===== src/rtl/shift_sequencer.sv =====
// shift_sequencer: multi-cycle controller for the shared shifter unit.
//
// Sequence per request: LOAD (shifter loads its source), one or more SHIFT
// steps of at most STEP_MAX positions each, then DONE (pulses done and
// loads ALUOut). LUI is handled as a 16-bit left shift of the immediate.
//
// Build option:
//   ZERO_SHIFT_BYPASS_EN - when defined, a zero-distance request goes
//                          LOAD -> DONE with no SHIFT cycle. When undefined,
//                          one SHIFT cycle with shift_n=0 is issued.
//
// Ports:
//   clk             in   system clock, rising edge
//   reset           in   asynchronous active-low reset
//   start           in   request pulse, accepted only in IDLE
//   op[1:0]         in   00 SLL, 01 SRL, 10 SRA, 11 LUI
//   shamt[4:0]      in   shift distance (ignored for LUI, forced to 16)
//   busy            out  high in every state except IDLE
//   done            out  one-cycle pulse in DONE
//   SHIFTER_control out  000 nop, 001 load, 010 left, 011 lsr, 100 asr
//   M_SHIFTER       out  shifter source: 0 register B, 1 immediate
//   shift_n[4:0]    out  distance of the current shift step
//   aluout_load     out  ALUOut write enable, high only in DONE
//   err_busy        out  sticky: start seen while busy; cleared by reset
module shift_sequencer #(
    parameter int unsigned STEP_MAX = 31,
    parameter int unsigned CNT_W    = 5
) (
    input  logic       clk,
    input  logic       reset,
    input  logic       start,
    input  logic [1:0] op,
    input  logic [4:0] shamt,
    output logic       busy,
    output logic       done,
    output logic [2:0] SHIFTER_control,
    output logic       M_SHIFTER,
    output logic [4:0] shift_n,
    output logic       aluout_load,
    output logic       err_busy
);

    typedef enum logic [1:0] {
        StIdle,
        StLoad,
        StShift,
        StDone
    } state_e;

    localparam logic [1:0] OpSll = 2'b00;
    localparam logic [1:0] OpSrl = 2'b01;
    localparam logic [1:0] OpSra = 2'b10;
    localparam logic [1:0] OpLui = 2'b11;

    localparam logic [2:0] CtlNop  = 3'b000;
    localparam logic [2:0] CtlLoad = 3'b001;
    localparam logic [2:0] CtlLeft = 3'b010;
    localparam logic [2:0] CtlLsr  = 3'b011;
    localparam logic [2:0] CtlAsr  = 3'b100;

    state_e           state_q, state_d;
    logic [1:0]       op_q, op_d;
    logic [CNT_W-1:0] rem_q, rem_d;
    logic             err_d;

    logic             busy_d;
    logic             done_d;
    logic [2:0]       ctrl_d;
    logic             m_d;
    logic [4:0]       shift_n_d;

    // Distance of one step: the remainder, capped at STEP_MAX.
    function automatic logic [CNT_W-1:0] step_of(input logic [CNT_W-1:0] r);
        if (r > CNT_W'(STEP_MAX)) begin
            return CNT_W'(STEP_MAX);
        end
        return r;
    endfunction

    // Next-state logic.
    always_comb begin
        state_d = state_q;
        op_d    = op_q;
        rem_d   = rem_q;
        err_d   = err_busy | (start && (state_q != StIdle));

        unique case (state_q)
            StIdle: begin
                if (start) begin
                    op_d    = op;
                    rem_d   = (op == OpLui) ? CNT_W'(16) : CNT_W'(shamt);
                    state_d = StLoad;
                end
            end
            StLoad: begin
`ifdef ZERO_SHIFT_BYPASS_EN
                state_d = (rem_q == '0) ? StDone : StShift;
`else
                state_d = StShift;
`endif
            end
            StShift: begin
                // Subtraction is bounded by rem_q, so it never wraps.
                rem_d   = rem_q - step_of(rem_q);
                state_d = (rem_d == '0) ? StDone : StShift;
            end
            StDone: begin
                state_d = StIdle;
            end
            default: begin
                state_d = StIdle;
            end
        endcase
    end

    // Outputs are decoded from the next state so they can be registered and
    // still line up with the state they belong to.
    always_comb begin
        busy_d    = (state_d != StIdle);
        done_d    = (state_d == StDone);
        m_d       = (state_d == StLoad) && (op_d == OpLui);
        shift_n_d = 5'd0;
        ctrl_d    = CtlNop;

        unique case (state_d)
            StLoad: begin
                ctrl_d = CtlLoad;
            end
            StShift: begin
                shift_n_d = 5'(step_of(rem_d));
                unique case (op_d)
                    OpSrl:   ctrl_d = CtlLsr;
                    OpSra:   ctrl_d = CtlAsr;
                    OpSll,
                    OpLui:   ctrl_d = CtlLeft;
                    default: ctrl_d = CtlLeft;
                endcase
            end
            default: begin
                ctrl_d = CtlNop;
            end
        endcase
    end

    always_ff @(posedge clk or negedge reset) begin
        if (!reset) begin
            state_q         <= StIdle;
            op_q            <= OpSll;
            rem_q           <= '0;
            busy            <= 1'b0;
            done            <= 1'b0;
            SHIFTER_control <= CtlNop;
            M_SHIFTER       <= 1'b0;
            shift_n         <= 5'd0;
            aluout_load     <= 1'b0;
            err_busy        <= 1'b0;
        end else begin
            state_q         <= state_d;
            op_q            <= op_d;
            rem_q           <= rem_d;
            busy            <= busy_d;
            done            <= done_d;
            SHIFTER_control <= ctrl_d;
            M_SHIFTER       <= m_d;
            shift_n         <= shift_n_d;
            aluout_load     <= done_d;
            err_busy        <= err_d;
        end
    end

endmodule


===== config.mk =====
export PLATFORM = sky130hd
export DESIGN_NAME = shift_sequencer
export DESIGN_NICKNAME = d
export VERILOG_FILES = /design/src/rtl/shift_sequencer.sv
export SDC_FILE = /design/constraint.sdc
export NUM_CORES = 1
export LEC_CHECK = 0
export ABC_AREA = 1
export BUFFER_PORTS_ARGS = -buffer_cell sky130_fd_sc_hd__buf_2
export CAP_MARGIN = 0
export CELL_PAD_IN_SITES_DETAIL_PLACEMENT = 0
export CELL_PAD_IN_SITES_GLOBAL_PLACEMENT = 1
export CORE_AREA = 2 2 53 55
export CTS_BUF_LIST = sky130_fd_sc_hd__clkbuf_8 sky130_fd_sc_hd__clkbuf_16
export CTS_CLUSTER_DIAMETER = 30
export DETAILED_ROUTE_END_ITERATION = 12
export DIE_AREA = 0 0 55 57
export PLACE_DENSITY = 0.81
export RECOVER_POWER = 50
export SLEW_MARGIN = 20
export SYNTH_ARGS = -nofsm -noshare
export SYNTH_HDL_FRONTEND = slang
export SYNTH_SLANG_ARGS = --single-unit
export TNS_END_PERCENT = 10

===== constraint.sdc =====
create_clock -name clk -period 1.45 [get_ports clk]
set_input_delay 0.0725 -clock clk [delete_from_list [all_inputs] [get_ports clk]]
set_output_delay 0.0725 -clock clk [all_outputs]
set_load 0.05 [all_outputs]

==> flow_metrics.env <==
export IMPL_status="complete, no violations"
export IMPL_worstMarginPinSlew_ns=0.593
export IMPL_finalCritPeriodShare=0.909
export IMPL_rsz0062_at_grt="no"
export IMPL_drc=0
export IMPL_worstSetupStartpointType="flop"
export IMPL_synthCells=103
export IMPL_nets=143
export IMPL_io_buffers=22
export IMPL_place_inst=155
export IMPL_grt_antenna_before_repair=0
export IMPL_initial_core_util=0.347
export IMPL_die_x_um=55
export IMPL_slew_headroom=0.606
export IMPL_grt_pass1_vias=688
export IMPL_synth_seq_cells=21
export IMPL_hpwlAfterDp_mm=1.31
export IMPL_h_tree_depth=1
export IMPL_row_count=19
export IMPL_insertion_delay_ns=0.26
export IMPL_synth_seq_area_share=0.579
export IMPL_layout_commonest_cell="dfrtp_1"
export IMPL_overflow=0
export IMPL_switchingPower_uw=1270
export IMPL_design_portCount=23
export IMPL_intPower_uw=1390
export IMPL_fmax_ghz=0.759
export IMPL_r2r_setup_slack_ns=0.13
export IMPL_cts_setup_buffers=0
export IMPL_avgViaCountPerCell=4.36
export IMPL_drt_iter0_drc=5
export IMPL_num_vias=698
export IMPL_area_delta_synth_final_pct=21.9
export IMPL_wirelength_mm=1.70
export IMPL_antenna_cells=0
export IMPL_core_area_um2=2620
export IMPL_ant_nets=0
export IMPL_die_area_um2=3140
export IMPL_slowest_delay_ns=0.36
export IMPL_drive_above_1_share=0.256
export IMPL_setup_viol=0
export IMPL_whs_ns=0.0311
export IMPL_tritoncts="done"
export IMPL_path_class="flop to flop"
export IMPL_clk_pin_slew_ns=0.07
export IMPL_final_cell_mix="dfrtp_1 (21), inv_1 (18), nor2_1 (17), nand2_1 (17), buf_2 (16)"
export IMPL_grt_start_max_net_pins=22
export IMPL_hold_violations=0
export IMPL_routedWlPerCell_um=10.6
export IMPL_pwr_density_cell_nw_per_um2=2410
export IMPL_crit_fanout=4
export IMPL_combPwrFrac=0.530
export IMPL_fin_setup_tns_ns=0
export IMPL_final_instance_count_excl_fill=160
export IMPL_clock_skew_ns=0.00213
export IMPL_routabilityCongestion=0.786
export IMPL_drv_slew=0
export IMPL_synth_cell_type_count=14
export IMPL_maxCapViolCount=0
export IMPL_crit_path_cell_trace="inv_1 -> ha_2 -> nand2_1 -> nand2_1 -> nor2_1 -> a21oi_1 -> nor2_1"
export IMPL_fp_dieH_um=57
export IMPL_worst_endpoint_required_ns=1.60
export IMPL_min_period_ns=1.32
export IMPL_min_path_type="input port to flop"
export IMPL_ys_warn_count=0
export IMPL_numCtsBuffers=3
export IMPL_grt_use_total=0.129
export IMPL_cts_sinks=21
export IMPL_crit_start="state_q[0]"
export IMPL_cp_arrival_ns=1.47
export IMPL_rr_startpoint="state_q[0]"
export IMPL_worstReg2RegEnd="shift_n[0]"
export IMPL_leakagePower_uw=0.000630
export IMPL_end_kind="flop"
export IMPL_syn_area_per_cell_um2=8.82
export IMPL_n_fill_cell=281
export IMPL_synth_area_um2=908
export IMPL_rr_worst_depth=7
export IMPL_slowest_stage="dfrtp_1"
export IMPL_clkPwrFrac=0.141
export IMPL_sw_frac_of_total=0.477
export IMPL_ctsRootBufferMaster="clkbuf_8"
export IMPL_first_pass_iters=5
export IMPL_grt_pass1_wl_mm=2.85
export IMPL_cts_buffer_depth=2
export IMPL_p_seq_frac=0.329
export IMPL_cp_endpoint="shift_n[0]"
export IMPL_ir_drop_v=0.00123
## sequential cells by signal, indices dropped and copies added (netlist names)
register,flops
shift_n,5
rem_q,5
SHIFTER_control,3
busy,1
err_busy,1
aluout_load,1
M_SHIFTER,1
state_q,2
op_q,2
## worst max-delay path, delay by kind of cell (launching register included)
family                   cells  cell delay [ns]
flip-flops                   1             0.36
adder cells (fa/ha/maj)      1             0.23
AO/OA/AOI/OAI                1             0.16
AND/OR/NAND/NOR              4             0.32
buffers and inverters        1             0.13
## worst min-delay path by stage
stage,startpoint,to,slack (ns),depth (start not counted)
floorplan,reset,M_SHIFTER,-0.22,0
global placement,reset,M_SHIFTER,0.04,1
detailed placement,reset,M_SHIFTER,0.05,1
CTS,shamt[3],rem_q[3],0.02,3
global route,shamt[3],rem_q[3],0.04,3
finish,shamt[3],rem_q[3],0.03,3
## layout make-up
cell class	count	area, um^2	area share
Clock buffer	3	41.3	0.0373
Clock inverter	1	5.00	0.00452
Inverter	21	78.8	0.0712
Multi-Input combinational cell	60	304	0.275
Sequential cell	21	526	0.475
Tap cell	31	38.8	0.0350
Timing Repair Buffer	23	114	0.103
## synth_stat cells
cell       n  area [um^2]
nand2_1   17         63.8
ha_1       3         37.5
buf_4      1         7.51
or2_2      1         6.26
nand3_1    9         45.0
dfrtp_1   21          526
a21oi_1    4         20.0
inv_2      3         11.3
inv_1     18         67.6
o21bai_1   1         7.51
conb_1     1         3.75
nor2_1    17         63.8
buf_6      1         11.3
nand2_2    6         37.5
## metrics by stage
step | total power [uW] | setup WS, ns | instance area (um^2) | utilization
final | 2660 | 0.132 | 1110 | 0.423
after global routing | 2890 | 0.00451 | 1110 | 0.423
after CTS | 2660 | 0.00113 | 1100 | 0.420
after detailed placement | 2260 | 0.00592 | 1040 | 0.399
after global placement | 2230 | 0.0483 | 1040 | 0.399
after floorplan | 1990 | 0.217 | 912 | -
## what timing repair did
action | 4_1_cts | 5_1_grt
endpoints found under the setup margin | 0 | 14
gates resized for setup | 0 | 3
hold buffers | 1 | 0
endpoints found under the hold margin | 21 | 0
## routing by layer
metal | vias up | global-route usage | share of wire
met5 | - | 0 | 0
met4 | 0 | 0.0627 | 0.0094
met3 | 2 | 0.0340 | 0.069
met2 | 21 | 0.202 | 0.50
met1 | 320 | 0.163 | 0.42
li1 | 355 | - | -
## kinds of logic after synthesis
kind of cell             Yosys count  synth area share
AO/OA/AOI/OAI                      5            0.0303
AND/OR/NAND/NOR                   50             0.238
adder cells (fa/ha/maj)            3            0.0413
flip-flops                        21             0.579
buffers and inverters             23             0.107
other                              1           0.00413
## power by group through the flow
stage / Clock (uW) / Sequential, uW / Combinational (uW)
global route: 413 / 897 / 1580
floorplan: 0 / 1250 / 744
CTS: 400 / 876 / 1380
global placement: 0 / 884 / 1350
finish: 376 / 877 / 1410
detailed placement: 0 / 885 / 1380
No activity file was read; power rests on OpenSTA's default activity.
